$ cat src/rtl/cpu_pipe_pkg.sv
// Shared types and constants for the 5-stage pipeline hazard/sequencing controller.
//   state_e    : controller FSM states
//   REG_ZERO   : architectural zero register index (never a real hazard source)
//   CNT_W_DEF  : default performance-counter width
//   SEQ_CNT_W  : width of the stall/drain down-counter (covers reload values 0..6)
package cpu_pipe_pkg;

  typedef enum logic [2:0] {
    IDLE,
    RUN,
    STALL,
    DRAIN,
    GRANT
  } state_e;

  localparam logic [4:0]  REG_ZERO  = 5'd0;
  localparam int unsigned CNT_W_DEF = 16;
  localparam int unsigned SEQ_CNT_W = 3;

endpackage

$ cat src/rtl/pipeline_ctrl_if.sv
// Bundle between the pipeline controller and the datapath / external-port owner.
//   master : controller side (drives enables, flushes, grant, counters)
//   slave  : datapath/bench side (drives run request, hazard fields, redirect, ext_req)
interface pipeline_ctrl_if
  import cpu_pipe_pkg::*;
#(
  parameter int unsigned CNT_W = CNT_W_DEF
);

  logic             enable;
  logic [4:0]       id_rs;
  logic [4:0]       id_rt;
  logic             id_uses_rt;
  logic             ex_mem_read;
  logic [4:0]       ex_rt;
  logic             branch_taken_ex;
  logic             jump_ex;
  logic             ext_req;

  logic             pc_en;
  logic             if_id_en;
  logic             if_id_flush;
  logic             id_ex_en;
  logic             id_ex_flush;
  logic             ex_mem_en;
  logic             mem_wb_en;
  logic             ext_grant;
  logic [CNT_W-1:0] stall_cnt;
  logic [CNT_W-1:0] flush_cnt;

  modport master (
    input  enable, id_rs, id_rt, id_uses_rt, ex_mem_read, ex_rt,
           branch_taken_ex, jump_ex, ext_req,
    output pc_en, if_id_en, if_id_flush, id_ex_en, id_ex_flush,
           ex_mem_en, mem_wb_en, ext_grant, stall_cnt, flush_cnt
  );

  modport slave (
    output enable, id_rs, id_rt, id_uses_rt, ex_mem_read, ex_rt,
           branch_taken_ex, jump_ex, ext_req,
    input  pc_en, if_id_en, if_id_flush, id_ex_en, id_ex_flush,
           ex_mem_en, mem_wb_en, ext_grant, stall_cnt, flush_cnt
  );

endinterface

$ cat src/rtl/sat_counter.sv
// Saturating up-counter: increments on inc_i, holds at all-ones, clears on rst.
//   clk, rst : clock, synchronous active-high reset
//   inc_i    : count this cycle
//   count_o  : current count
module sat_counter
  import cpu_pipe_pkg::*;
#(
  parameter int unsigned CNT_W = CNT_W_DEF
) (
  input  logic             clk,
  input  logic             rst,
  input  logic             inc_i,
  output logic [CNT_W-1:0] count_o
);

  logic [CNT_W-1:0] count_q;
  logic [CNT_W-1:0] count_d;

  // Next count: hold at all-ones instead of wrapping.
  always_comb begin
    count_d = count_q;
    if (inc_i && (count_q != {CNT_W{1'b1}})) begin
      count_d = count_q + CNT_W'(1);
    end
  end

  always_ff @(posedge clk) begin
    if (rst) begin
      count_q <= '0;
    end else begin
      count_q <= count_d;
    end
  end

  assign count_o = count_q;

endmodule

$ cat src/rtl/pipeline_ctrl.sv
// Hazard and sequencing controller for the IF/ID/EX/MEM/WB pipeline.
// Enables/flushes are combinational from state and current inputs so they act
// in the same cycle; state, sequencing count and perf counters are registered.
//   clk, rst : clock, synchronous active-high reset (all outputs 0 while high)
//   bus      : pipeline_ctrl_if master (hazard/redirect/ext_req in; enables,
//              flushes, ext_grant, stall_cnt, flush_cnt out)
module pipeline_ctrl
  import cpu_pipe_pkg::*;
#(
  parameter int unsigned LOAD_STALL_CYCLES = 1,
  parameter int unsigned DRAIN_CYCLES      = 4,
  parameter int unsigned CNT_W             = CNT_W_DEF
) (
  input  logic                   clk,
  input  logic                   rst,
  pipeline_ctrl_if.master        bus
);

  localparam int unsigned SEQ_W = SEQ_CNT_W;
  // Load-use: the RUN cycle is the first bubble, STALL supplies the rest.
  localparam logic [SEQ_W-1:0] STALL_RELOAD =
    SEQ_W'((LOAD_STALL_CYCLES > 1) ? (LOAD_STALL_CYCLES - 2) : 0);
  localparam logic [SEQ_W-1:0] DRAIN_RELOAD = SEQ_W'(DRAIN_CYCLES - 1);

  state_e           state_q, state_d;
  logic [SEQ_W-1:0] cnt_q, cnt_d;

  logic hazard_c, redirect_c;
  logic stall_inc, flush_inc;
  logic pc_en, if_id_en, if_id_flush, id_ex_en, id_ex_flush;
  logic ex_mem_en, mem_wb_en, ext_grant;

  // Load-use hazard against the instruction in ID; r0 never creates one.
  assign hazard_c = bus.ex_mem_read && (bus.ex_rt != REG_ZERO) &&
                    ((bus.ex_rt == bus.id_rs) ||
                     (bus.id_uses_rt && (bus.ex_rt == bus.id_rt)));
  assign redirect_c = bus.branch_taken_ex || bus.jump_ex;

  always_ff @(posedge clk) begin
    if (rst) begin
      state_q <= IDLE;
      cnt_q   <= '0;
    end else begin
      state_q <= state_d;
      cnt_q   <= cnt_d;
    end
  end

  // Next state, sequencing count and same-cycle pipeline controls.
  always_comb begin
    state_d     = state_q;
    cnt_d       = cnt_q;
    pc_en       = 1'b0;
    if_id_en    = 1'b0;
    if_id_flush = 1'b0;
    id_ex_en    = 1'b0;
    id_ex_flush = 1'b0;
    ex_mem_en   = 1'b0;
    mem_wb_en   = 1'b0;
    ext_grant   = 1'b0;
    stall_inc   = 1'b0;
    flush_inc   = 1'b0;

    unique case (state_q)
      IDLE: begin
        if (bus.enable) state_d = RUN;
      end

      RUN: begin
        if (!bus.enable) begin
          state_d = IDLE;
        end else begin
          pc_en     = 1'b1;
          if_id_en  = 1'b1;
          id_ex_en  = 1'b1;
          ex_mem_en = 1'b1;
          mem_wb_en = 1'b1;
          if (redirect_c) begin
            // Wrong-path ID instruction is discarded, so its hazard is moot.
            if_id_flush = 1'b1;
            id_ex_flush = 1'b1;
            flush_inc   = 1'b1;
          end else if (hazard_c) begin
            pc_en       = 1'b0;
            if_id_en    = 1'b0;
            id_ex_flush = 1'b1;
            stall_inc   = 1'b1;
            if (LOAD_STALL_CYCLES > 1) begin
              cnt_d   = STALL_RELOAD;
              state_d = STALL;
            end
          end else if (bus.ext_req) begin
            pc_en       = 1'b0;
            if_id_flush = 1'b1;
            cnt_d       = DRAIN_RELOAD;
            state_d     = DRAIN;
          end
        end
      end

      STALL: begin
        id_ex_en    = 1'b1;
        id_ex_flush = 1'b1;
        ex_mem_en   = 1'b1;
        mem_wb_en   = 1'b1;
        stall_inc   = 1'b1;
        if (cnt_q == '0) state_d = RUN;
        else             cnt_d   = cnt_q - SEQ_W'(1);
      end

      DRAIN: begin
        // Bubbles enter at IF/ID; a late redirect still captures its target.
        pc_en       = redirect_c;
        if_id_en    = 1'b1;
        if_id_flush = 1'b1;
        id_ex_en    = 1'b1;
        id_ex_flush = redirect_c;
        ex_mem_en   = 1'b1;
        mem_wb_en   = 1'b1;
        flush_inc   = redirect_c;
        if (!bus.ext_req)     state_d = RUN;
        else if (cnt_q == '0) state_d = GRANT;
        else                  cnt_d   = cnt_q - SEQ_W'(1);
      end

      GRANT: begin
        ext_grant = 1'b1;
        if (!bus.ext_req) state_d = RUN;
      end

      default: state_d = IDLE;
    endcase

    // Everything quiet while reset is held.
    if (rst) begin
      pc_en       = 1'b0;
      if_id_en    = 1'b0;
      if_id_flush = 1'b0;
      id_ex_en    = 1'b0;
      id_ex_flush = 1'b0;
      ex_mem_en   = 1'b0;
      mem_wb_en   = 1'b0;
      ext_grant   = 1'b0;
      stall_inc   = 1'b0;
      flush_inc   = 1'b0;
    end
  end

  assign bus.pc_en       = pc_en;
  assign bus.if_id_en    = if_id_en;
  assign bus.if_id_flush = if_id_flush;
  assign bus.id_ex_en    = id_ex_en;
  assign bus.id_ex_flush = id_ex_flush;
  assign bus.ex_mem_en   = ex_mem_en;
  assign bus.mem_wb_en   = mem_wb_en;
  assign bus.ext_grant   = ext_grant;

  sat_counter #(.CNT_W(CNT_W)) u_stall_cnt (
    .clk     (clk),
    .rst     (rst),
    .inc_i   (stall_inc),
    .count_o (bus.stall_cnt)
  );

  sat_counter #(.CNT_W(CNT_W)) u_flush_cnt (
    .clk     (clk),
    .rst     (rst),
    .inc_i   (flush_inc),
    .count_o (bus.flush_cnt)
  );

endmodule

$ cat src/flat_wrapper.sv
// flat-port wrapper written by rule: the top's interface ports become plain ports
module pipeline_ctrl_flat import cpu_pipe_pkg::*;
#(
  parameter int unsigned LOAD_STALL_CYCLES = 1,
  parameter int unsigned DRAIN_CYCLES      = 4,
  parameter int unsigned CNT_W             = CNT_W_DEF
)
  (clk, rst, bus_enable, bus_id_rs, bus_id_rt, bus_id_uses_rt, bus_ex_mem_read, bus_ex_rt, bus_branch_taken_ex, bus_jump_ex, bus_ext_req, bus_pc_en, bus_if_id_en, bus_if_id_flush, bus_id_ex_en, bus_id_ex_flush, bus_ex_mem_en, bus_mem_wb_en, bus_ext_grant, bus_stall_cnt, bus_flush_cnt);
  pipeline_ctrl_if #(.CNT_W(CNT_W)) bus_i ();
  input  logic clk;
  input  logic rst;
  input wire logic [$bits(bus_i.enable)-1:0] bus_enable;
  input wire logic [$bits(bus_i.id_rs)-1:0] bus_id_rs;
  input wire logic [$bits(bus_i.id_rt)-1:0] bus_id_rt;
  input wire logic [$bits(bus_i.id_uses_rt)-1:0] bus_id_uses_rt;
  input wire logic [$bits(bus_i.ex_mem_read)-1:0] bus_ex_mem_read;
  input wire logic [$bits(bus_i.ex_rt)-1:0] bus_ex_rt;
  input wire logic [$bits(bus_i.branch_taken_ex)-1:0] bus_branch_taken_ex;
  input wire logic [$bits(bus_i.jump_ex)-1:0] bus_jump_ex;
  input wire logic [$bits(bus_i.ext_req)-1:0] bus_ext_req;
  output wire logic [$bits(bus_i.pc_en)-1:0] bus_pc_en;
  output wire logic [$bits(bus_i.if_id_en)-1:0] bus_if_id_en;
  output wire logic [$bits(bus_i.if_id_flush)-1:0] bus_if_id_flush;
  output wire logic [$bits(bus_i.id_ex_en)-1:0] bus_id_ex_en;
  output wire logic [$bits(bus_i.id_ex_flush)-1:0] bus_id_ex_flush;
  output wire logic [$bits(bus_i.ex_mem_en)-1:0] bus_ex_mem_en;
  output wire logic [$bits(bus_i.mem_wb_en)-1:0] bus_mem_wb_en;
  output wire logic [$bits(bus_i.ext_grant)-1:0] bus_ext_grant;
  output wire logic [$bits(bus_i.stall_cnt)-1:0] bus_stall_cnt;
  output wire logic [$bits(bus_i.flush_cnt)-1:0] bus_flush_cnt;
  assign bus_i.enable = bus_enable;
  assign bus_i.id_rs = bus_id_rs;
  assign bus_i.id_rt = bus_id_rt;
  assign bus_i.id_uses_rt = bus_id_uses_rt;
  assign bus_i.ex_mem_read = bus_ex_mem_read;
  assign bus_i.ex_rt = bus_ex_rt;
  assign bus_i.branch_taken_ex = bus_branch_taken_ex;
  assign bus_i.jump_ex = bus_jump_ex;
  assign bus_i.ext_req = bus_ext_req;
  assign bus_pc_en = bus_i.pc_en;
  assign bus_if_id_en = bus_i.if_id_en;
  assign bus_if_id_flush = bus_i.if_id_flush;
  assign bus_id_ex_en = bus_i.id_ex_en;
  assign bus_id_ex_flush = bus_i.id_ex_flush;
  assign bus_ex_mem_en = bus_i.ex_mem_en;
  assign bus_mem_wb_en = bus_i.mem_wb_en;
  assign bus_ext_grant = bus_i.ext_grant;
  assign bus_stall_cnt = bus_i.stall_cnt;
  assign bus_flush_cnt = bus_i.flush_cnt;
  pipeline_ctrl #(.LOAD_STALL_CYCLES(LOAD_STALL_CYCLES), .DRAIN_CYCLES(DRAIN_CYCLES), .CNT_W(CNT_W)) u_core (.clk(clk), .rst(rst), .bus(bus_i));
endmodule
$ cat config.mk
export PLATFORM = sky130hd
export DESIGN_NAME = pipeline_ctrl_flat
export DESIGN_NICKNAME = d
export VERILOG_FILES = /design/src/rtl/cpu_pipe_pkg.sv /design/src/rtl/pipeline_ctrl_if.sv /design/src/rtl/sat_counter.sv /design/src/rtl/pipeline_ctrl.sv /design/src/flat_wrapper.sv
export SDC_FILE = /design/constraint.sdc
export NUM_CORES = 1
export LEC_CHECK = 0
export BUFFER_PORTS_ARGS = -buffer_cell sky130_fd_sc_hd__buf_2
export CAP_MARGIN = 20
export CORE_AREA = 5 5 88 57
export CTS_CLUSTER_DIAMETER = 30
export CTS_CLUSTER_SIZE = 14
export DETAILED_ROUTE_END_ITERATION = 8
export DIE_AREA = 0 0 93 62
export PLACE_DENSITY = 0.83
export RECOVER_POWER = 25
export SYNTH_ARGS = -nofsm -noshare
export SYNTH_HDL_FRONTEND = slang
export SYNTH_SLANG_ARGS = --single-unit
$ cat constraint.sdc
create_clock -name clk -period 6.3 [get_ports clk]
set_input_delay 1.26 -clock clk [delete_from_list [all_inputs] [get_ports clk]]
set_output_delay 1.26 -clock clk [all_outputs]
set_load 0.02 [all_outputs]
==> impl_results.md, run 1 <==
- Pin count of the biggest net entering global routing: 49
- Clock skew: 0.008395 ns
- Final number of setup-violating endpoints: 0
- Tcrit/Tclk final: 71.30%
- RSZ-0062 raised after global routing: no
- Total die area: 5766 µm²
- Total grt overflow: 0
- Pre-CTS WS: 2.046 ns
- Achievable Freq: about 220 MHz
- First-pass GRT wire length: 8769 µm
- Commonest non-fill, non-tap cell in the layout: buf_2
- Fin crit period: 4.492 ns
- Post-CTS Setup Inserts: 0
- Critical Path End Type: primary output
- Mapped cell area: 2231 µm²
- Clock Latency Late Sink: 0.29 ns
- #FFs+latches synth: 38
- Seq/Total Area, Yosys: about 34%
- Failing checks: capacitance limit, slew limit
- Share of cells above drive strength 1: 18.32%
- Initial DRC Count: between 90 and 100
- Worst Path Arrival: between 3 and 4 ns
- Syn nets: 303
- CTS tree: built
- Hold Vio Cnt, Final: 0
- Setup TNS: 0 ns
- DP HPWL: 3962 µm
- Power per Cell Area: 231.8 nW/µm²
- Clock sinks: 38
- Largest cells by area after synthesis: dfxtp_1 34%, xor2_1 6.3%, nor2_1 4.7%
- Post-synth top flop: dfxtp_1
- Number of global-route vias before repair: 1920
- DRC: 0
- CTS buffer count: 5
- Hold_buf cts: 0
- N_diodes: 0
- Wire length per cell: between 10 and 15 µm
- Largest area contributor in the netlist: dfxtp_1
- Yosys Warn Count: 0
- Average vias per placed instance: 5.718
- Core Area: between 4000 and 5000 µm²
- Die X: 93 µm
- Commonest cells after routing, fill and taps aside: 43 x buf_2, 38 x dfxtp_1, 28 x nor2_1, 21 x clkbuf_1, 20 x nand2_1
- Setup WS post-layout: 1.808 ns
- Pins Over Slew Limit: 49
- Via count: 2190
- Final ANT Viol Nets: 0
- Floorplan die height: 62 µm
- Max-cap viol count: 1
- Routed wire length: approximately 5300 µm
- DRT Pass-1 Iters: 5
- Port-buffer cells: 62
- Initial Util: 55.03%
- Hold WC Path Type: register to register
- Cell variety after synth: 48
- Mean Syn Cell Area: around 8 µm²
- Area delta synth->final: 16.99%
- Net count, final: 359
- Slew Limit Headroom: -29.70%
- Cell count after synthesis: 276
- GRT Util Overall: 19.08%
- GP Congestion: around 0.84
- Pleak: about 1 nW
- Initial antenna violation count: 0
- Critical path class: input port to primary output
- EDFF count, synth: 0
- Async set-or-reset flop fraction in the synthesized netlist: 0%
- Startpoint types: input port
- Worst-margin pin slew: 1.946 ns
- Share of Yosys cell area claimed by the top area cell type: 34.10%
- VDD IR max: 0.1128 mV
- Longest Clk Path Bufs: 2
- Worst-path clk slew: 0.07 ns
- Worst Path Required: 5.04 ns
- I/O pins: 63
- CTS HTree Levels: 2
- Post-cts sizing count: 0
- Site Rows: 18
- Status: finished, violations left
- Root Driver: clkbuf_8
- Fillcell total: 368
- CP max FO: 48
[final cells by class]
cell class	instances	area [µm²]	area share (%)
Inverter	8	30.03	1.151
Sequential cell	38	760.7	29.15
Clock buffer	7	76.32	2.924
Clock inverter	1	30.03	1.151
Timing Repair Buffer	62	286.5	10.98
Tap cell	50	62.56	2.397
Multi-Input combinational cell	217	1364	52.25
[cell usage after synthesis (all sizes together) (4+ instances only)]
cell type and count:
dfxtp 38, nor2 28, nand2 20, a21oi 19, o21ai 18, xor2 16, or3 13, nand4 11
nor3 11, nand3 10, nor2b 10, inv 8, mux2 8, clkbuf 7, buf 6, xnor2 5
and3 4, ha 4
[sequential cells by signal, summed over array words and instances (netlist names)]
signal and cells:
u_core.u_flush_cnt.count_o 16, u_core.state_q 3, u_core.cnt_q 3, u_core.u_stall_cnt.count_o 16
[worst max-delay path: stages]
cell	delay (ns)
clkbuf_1	1.37
a21oi_1	0.29
buf_2	0.29
[stage by stage]
step / utilization, % / hold slack [ns] / std cells / power [mW] / instance area, µm²
after detailed placement: 62.35 / 0.4990 / 375 / 0.4065 / 2527
final: 64.38 / 0.5163 / 383 / 0.6050 / 2610
after floorplan: - / 0.4761 / 276 / 0.3797 / 2231
after CTS: 64.97 / 0.5186 / 383 / 0.6091 / 2634
after global routing: 64.38 / 0.5535 / 383 / 0.6418 / 2610
after global placement: 62.35 / 0.4850 / 375 / 0.4040 / 2527
[kinds of logic (layout without fill, tap and decap cells)]
logic type / after synthesis / after routing / share of synthesized area (%)
AND/OR/NAND/NOR: 126 / 126 / 30.01
AO/OA/AOI/OAI: 56 / 56 / 15.70
flip-flops: 38 / 38 / 34.10
XOR/XNOR: 21 / 21 / 8.244
buffers and inverters: 21 / 78 / 4.767
multiplexers: 10 / 10 / 4.935
adder cells (fa/ha/maj): 4 / 4 / 2.243
[metal layers]
layer	track usage, %	part of all wire (%)	wire length, µm	vias to the layer above
met5	0	0	0	-
met4	5.846	0.67	35	0
met3	4.693	7.2	380	5
met2	31.83	45	2342	81
met1	25.02	48	2496	1004
li1	-	-	-	1100
[worst paths after layout]
check	start	end	slack, ns	depth (start not counted)
setup reg to reg	u_core.u_stall_cnt.count_o[0]$_SDFFE_PP0P_	u_core.u_stall_cnt.count_o[7]$_SDFFE_PP0P_	3.50	7
hold reg to reg	u_core.cnt_q[0]$_SDFFE_PP0P_	u_core.cnt_q[0]$_SDFFE_PP0P_	0.52	3
setup / recovery	rst	bus_ex_mem_en	1.81	3
hold / removal	u_core.cnt_q[0]$_SDFFE_PP0P_	u_core.cnt_q[0]$_SDFFE_PP0P_	0.52	3
[power breakdown]
part	switching [mW]	internal (mW)
logic	0.0872	0.0482
registers	0.0183	0.249
clock network	0.0836	0.118
total	0.189	0.416
No activity file was read; power rests on OpenSTA's default activity.
==> run 2, diff against run 1 <==
--- a/config.mk
+++ b/config.mk
@@ -7,12 +7,12 @@
 export LEC_CHECK = 0
 export BUFFER_PORTS_ARGS = -buffer_cell sky130_fd_sc_hd__buf_2
 export CAP_MARGIN = 20
-export CORE_AREA = 5 5 88 57
+export CORE_AREA = 5 5 91 59
 export CTS_CLUSTER_DIAMETER = 30
 export CTS_CLUSTER_SIZE = 14
 export DETAILED_ROUTE_END_ITERATION = 8
-export DIE_AREA = 0 0 93 62
-export PLACE_DENSITY = 0.83
+export DIE_AREA = 0 0 96 64
+export PLACE_DENSITY = 0.78
 export RECOVER_POWER = 25
 export SYNTH_ARGS = -nofsm -noshare
 export SYNTH_HDL_FRONTEND = slang
==> constraint.sdc (replaced) <==
create_clock -name clk -period 4.51 [get_ports clk]
set_input_delay 0.902 -clock clk [delete_from_list [all_inputs] [get_ports clk]]
set_output_delay 0.902 -clock clk [all_outputs]
set_load 0.02 [all_outputs]
==> impl_results.md, run 2 (same netlist as run 1, synthesis figures left out) <==
- I/O pins: 63 (unchanged)
- Status: finished, final reports clean (was finished, violations left)
- DP HPWL: 4192 µm (was 3962 µm)
- Core Area: 4422 µm² (was 4054 µm²)
- Post-cts sizing count: 0 (unchanged)
- Worst-margin pin slew: 0.5228 ns (was 1.946 ns)
- Port-buffer cells: 62 (unchanged)
- Final instance area: 2631 µm² (was 2610 µm²)
- Pins Over Slew Limit: 0 (was 49)
- Total die area: 6144 µm² (was 5766 µm²)
- Commonest cells after routing, fill and taps aside: 44 x buf_2, 38 x dfxtp_1, 28 x nor2_1, 20 x nand2_1, 19 x a21oi_1 (was 43 x buf_2, 38 x dfxtp_1, 28 x nor2_1, 21 x clkbuf_1, 20 x nand2_1)
- CTS HTree Levels: 2 (unchanged)
- CTS tree: built (unchanged)
- Achievable Freq: 284.1 MHz
- CTS buffer count: 5 (unchanged)
- Setup TNS: 0 ns (unchanged)
- Final ANT Viol Nets: 0 (unchanged)
- Floorplan die height: 64 µm (was 62 µm)
- Clock sinks: 38 (unchanged)
- Commonest non-fill, non-tap cell in the layout: buf_2 (unchanged)
- DRC: 0 (unchanged)
- Longest Clk Path Bufs: 2 (unchanged)
- Slew Limit Headroom: 64.88% (was -29.70%)
- Die X: 96 µm (was 93 µm)
- Hold Vio Cnt, Final: 0 (unchanged)
- CP max FO: 3 (was 48)
- Initial DRC Count: 119 (was 99)
- Pin count of the biggest net entering global routing: 36 (was 49)
- Critical Path End Type: primary output (unchanged)
- Clock Latency Late Sink: 0.29 ns (about the same)
- GP Congestion: 0.8042 (was 0.8353)
- Startpoint types: input port (unchanged)
- N_diodes: 0 (unchanged)
- Post-CTS Setup Inserts: 0 (unchanged)
- Fillcell total: 446 (was 368)
- Number of global-route vias before repair: 2031 (was 1920)
- Routed wire length: 5480 µm (was 5254 µm)
- Multi-input gate area: 1364 µm² (unchanged)
- Average vias per placed instance: 5.545 (was 5.718)
- Tcrit/Tclk final: 78.06%
- Area delta synth->final: 17.95% (was 16.99%)
- Initial Util: 50.45% (was 55.03%)
- Share of cells above drive strength 1: 19.70% (was 18.32%)
- Worst Path Arrival: 2.62 ns (was 3.23 ns)
- Hold_ws: 0.5170 ns (was 0.5163 ns)
- Hold_buf cts: 0 (unchanged)
- Clock skew: 0.004440 ns (was 0.008395 ns)
- Hold WC Path Type: register to register (unchanged)
- DRT Pass-1 Iters: 4 (was 5)
- Site Rows: 19 (was 18)
- Total grt overflow: 0 (unchanged)
- GRT Util Overall: 18.91% (was 19.08%)
- Root Driver: clkbuf_8 (unchanged)
- Net count, final: 361 (was 359)
- Worst Path Required: 3.61 ns (was 5.04 ns)
- Total power: 0.8151 mW (was 0.6050 mW)
- First-pass GRT wire length: 9515 µm (was 8769 µm)
- R2r setup slk: 2.24 ns (was 3.50 ns)
- Worst-path clk slew: 0.07 ns (about the same)
- Pleak: 1.030 nW (was 1.023 nW)
- RSZ-0062 raised after global routing: no (unchanged)
- Max-cap viol count: 0 (was 1)
- VDD IR max: 0.1479 mV (was 0.1128 mV)
- Final number of setup-violating endpoints: 0 (unchanged)
- Fin crit period: 3.520 ns
- Reg area: 760.7 µm² (unchanged)
- Critical path class: input port to primary output (unchanged)
- Wire length per cell: 13.77 µm (was 13.72 µm)
- Initial antenna violation count: 0 (unchanged)
- Power per Cell Area: 309.8 nW/µm² (was 231.8 nW/µm²)
- Via count: 2207 (was 2190)
- Post-DP Area: 2559 µm² (was 2527 µm²)
## run 2: changes by cell type in the layout (fill, tap and decap cells not counted), sizes merged
cell,before,now
clkbuf,26,24
clkinvlp,0,1
bufinv,1,0
clkinv,0,1
buf,43,46
## run 2: stage by stage
step | utilization [%] | instances | setup WS (ns)
6_report | 59.51 | 398 | 0.9897
5_1_grt | 59.51 | 398 | 0.8890
4_1_cts | 60.02 | 398 | 0.9812
3_5_place_dp | 57.87 | 390 | 0.9956
3_3_place_gp | 57.87 | 390 | 1.028
2_1_floorplan | - | 276 | 0.7878
## run 2: per-layer routing
layer	up-vias	GRT usage, %	wire [µm]
li1	1103	-	-
met1	1009	27.78	2744
met2	91	27.94	2251
met3	4	4.689	453
met4	0	3.723	31
met5	-	0	0
## run 2: worst paths after layout
check / from / endpoint / cells after the start
setup / recovery: bus_ex_rt[0] / bus_if_id_flush / 8
hold / removal: u_core.cnt_q[1]$_SDFFE_PP0P_ / u_core.cnt_q[1]$_SDFFE_PP0P_ / 2
setup reg to reg: u_core.u_stall_cnt.count_o[0]$_SDFFE_PP0P_ / u_core.u_stall_cnt.count_o[7]$_SDFFE_PP0P_ / 8
hold reg to reg: u_core.cnt_q[1]$_SDFFE_PP0P_ / u_core.cnt_q[1]$_SDFFE_PP0P_ / 2
## run 2: power breakdown
group | total (mW) | switching [mW] | internal, mW
registers | 0.373 | 0.0256 | 0.348
clock network | 0.247 | 0.124 | 0.123
logic | 0.194 | 0.124 | 0.0706
total | 0.815 | 0.274 | 0.541
## run 2: cell type report
cell class	instances	share of cell area (%)
Clock inverter	2	0.4755
Multi-Input combinational cell	217	51.83
Clock buffer	6	3.138
Sequential cell	38	28.91
Timing Repair Buffer	64	11.51
Inverter	8	1.141
Tap cell	63	2.996
## run 2: critical path: stages
cell      delay (ns)
buf_2           0.12
or4_1           0.53
o21ai_1         0.18
or3_1           0.14
o21ai_0         0.07
a211oi_1        0.33
nor2b_1         0.17
buf_2           0.17
==> run 3, diff against run 2 <==
==> constraint.sdc (replaced) <==
create_clock -name clk -period 3.5 [get_ports clk]
set_input_delay 0.7 -clock clk [delete_from_list [all_inputs] [get_ports clk]]
set_output_delay 0.7 -clock clk [all_outputs]
set_load 0.02 [all_outputs]
==> impl_results.md, run 3 (same netlist as run 1, synthesis figures left out) <==
- Longest Clk Path Bufs: 2 (unchanged)
- Total grt overflow: 0 (unchanged)
- GP Congestion: 0.7932 (was 0.8042)
- Clock Latency Late Sink: 0.29 ns (about the same)
- Routed wire length: 5339 µm (was 5480 µm)
- Setup TNS: 0 ns (unchanged)
- Post-cts sizing count: 0 (unchanged)
- Tcrit/Tclk final: between 90% and 100%
- Root Driver: clkbuf_8 (unchanged)
- DRT Pass-1 Iters: 4 (unchanged)
- Initial DRC Count: 111 (was 119)
- Core Area: 4422 µm² (unchanged)
- N_diodes: 0 (unchanged)
- Crit path cell chain: buf_2 -> or4_1 -> o21ai_1 -> or3_1 -> o21ai_0 -> a211oi_1 -> nor2b_1 -> buf_2 (unchanged)
- Pleak: 1.030 nW (unchanged)
- Hold_ws: 0.5141 ns (was 0.5170 ns)
- Critical path class: input port to primary output (unchanged)
- CP max FO: 3 (unchanged)
- Commonest non-fill, non-tap cell in the layout: buf_2 (unchanged)
- Floorplan die height: 64 µm (unchanged)
- Status: finished, final reports clean (unchanged)
- DRC: 0 (unchanged)
- DP HPWL: 4022 µm (was 4192 µm)
- Crit path top cell by count: buf_2 (unchanged)
- Fin crit period: 3.151 ns
- Slew Limit Headroom: 65.69% (was 64.88%)
- Share of cells above drive strength 1: 19.70% (unchanged)
- Max-cap viol count: 0 (unchanged)
- CTS HTree Levels: 2 (unchanged)
- RSZ-0062 raised after global routing: no (unchanged)
- Startpoint types: input port (unchanged)
- Post-CTS Setup Inserts: 0 (unchanged)
- Buffers & Inverters on Critical Path: 2 (unchanged)
- Worst Path Required: 2.80 ns (was 3.61 ns)
- Fillcell total: 444 (was 446)
- Number of global-route vias before repair: 2101 (was 2031)
- Area delta synth->final: 17.95% (unchanged)
- Clock sinks: 38 (unchanged)
- Die X: 96 µm (unchanged)
- GRT Util Overall: 18.64% (was 18.91%)
- Clock skew: 0.01148 ns (was 0.004440 ns)
- Average vias per placed instance: 5.543 (was 5.545)
- Pin count of the biggest net entering global routing: 26 (was 36)
- Final ANT Viol Nets: 0 (unchanged)
- Achievable Freq: about 320 MHz
- Pins Over Slew Limit: 0 (unchanged)
- Net count, final: 361 (unchanged)
- VDD IR max: 0.1632 mV (was 0.1479 mV)
- Port-buffer cells: 62 (unchanged)
- Worst Path Arrival: 2.45 ns (was 2.62 ns)
- CTS buffer count: 5 (unchanged)
- CTS tree: built (unchanged)
- Hold Vio Cnt, Final: 0 (unchanged)
- Power per Cell Area: 399.5 nW/µm² (was 309.8 nW/µm²)
- Via count: 2206 (was 2207)
- Site Rows: 19 (unchanged)
- Initial antenna violation count: 0 (unchanged)
- Final number of setup-violating endpoints: 0 (unchanged)
- Hold WC Path Type: register to register (unchanged)
- Total die area: 6144 µm² (unchanged)
- Worst-margin pin slew: 0.5108 ns (was 0.5228 ns)
- Max incr delay on CP: 0.52 ns (was 0.53 ns)
- Commonest cells after routing, fill and taps aside: 44 x buf_2, 38 x dfxtp_1, 28 x nor2_1, 20 x nand2_1, 19 x a21oi_1 (unchanged)
- Critical Path End Type: primary output (unchanged)
- Initial Util: 50.45% (unchanged)
- First-pass GRT wire length: 9390 µm (was 9515 µm)
- Worst-path clk slew: 0.07 ns (about the same)
- Hold_buf cts: 0 (unchanged)
- CP max stage cell: or4_1 (unchanged)
- I/O pins: 63 (unchanged)
- Worst path top cell family by delay: simple AND/OR/NAND/NOR gates (unchanged)
- Wire length per cell: 13.41 µm (was 13.77 µm)
==> run 3: cell counts in the layout (fill, tap and decap cells not counted) <==
No cell type changed its count.
==> run 3: final timing paths <==
path,slack (ns),depth (start not counted),endpoint,startpoint
min,0.51,3,u_core.cnt_q[0]$_SDFFE_PP0P_,u_core.cnt_q[0]$_SDFFE_PP0P_
max,0.35,8,bus_if_id_flush,bus_ex_rt[0]
min reg2reg,0.51,3,u_core.cnt_q[0]$_SDFFE_PP0P_,u_core.cnt_q[0]$_SDFFE_PP0P_
max reg2reg,1.23,8,u_core.u_stall_cnt.count_o[7]$_SDFFE_PP0P_,u_core.u_stall_cnt.count_o[0]$_SDFFE_PP0P_
==> run 3: per-stage QoR <==
| step | area, µm² | instances | setup WS [ns] | utilization (%) | power [mW] |
|---|---|---|---|---|---|
| 4_1_cts | 2654 | 398 | 0.3584 | 60.02 | 1.056 |
| 3_5_place_dp | 2559 | 390 | 0.3709 | 57.87 | 0.7395 |
| 2_1_floorplan | 2231 | 276 | 0.1818 | - | 0.6835 |
| 5_1_grt | 2631 | 398 | 0.1749 | 59.51 | 1.108 |
| 3_3_place_gp | 2559 | 390 | 0.4268 | 57.87 | 0.7334 |
| 6_report | 2631 | 398 | 0.3490 | 59.51 | 1.051 |
==> run 3: layer usage <==
| layer | vias up | wire, µm | part of all wire, % | track usage [%] |
|---|---|---|---|---|
| li1 | 1110 | - | - | - |
| met1 | 994 | 2684 | 50 | 26.47 |
| met2 | 95 | 2154 | 40 | 28.12 |
| met3 | 7 | 446 | 8.4 | 4.572 |
| met4 | 0 | 54 | 1.0 | 4.787 |
| met5 | - | 0 | 0 | 0 |
==> run 3: cell type report <==
class | count | area (µm²) | area share [%]
inverter | 8 | 30.03 | 1.141
tap | 63 | 78.83 | 2.996
multi-input combinational | 217 | 1364 | 51.83
sequential | 38 | 760.7 | 28.91
clock buffer | 6 | 82.58 | 3.138
timing repair buffer | 64 | 302.8 | 11.51
clock inverter | 2 | 12.51 | 0.4755
==> run 3: where the power goes <==
part | internal (mW) | total (mW) | switching, mW
sequential | 0.448 | 0.483 | 0.0345
clock | 0.158 | 0.318 | 0.160
combinational | 0.0907 | 0.250 | 0.159
==> run 3: tightest hold or removal path, delay by kind of cell, from the launching register on <==
family	cells	cell delay [ns]
AND/OR/NAND/NOR	2	0.11
flip-flops	1	0.33
AO/OA/AOI/OAI	1	0.03
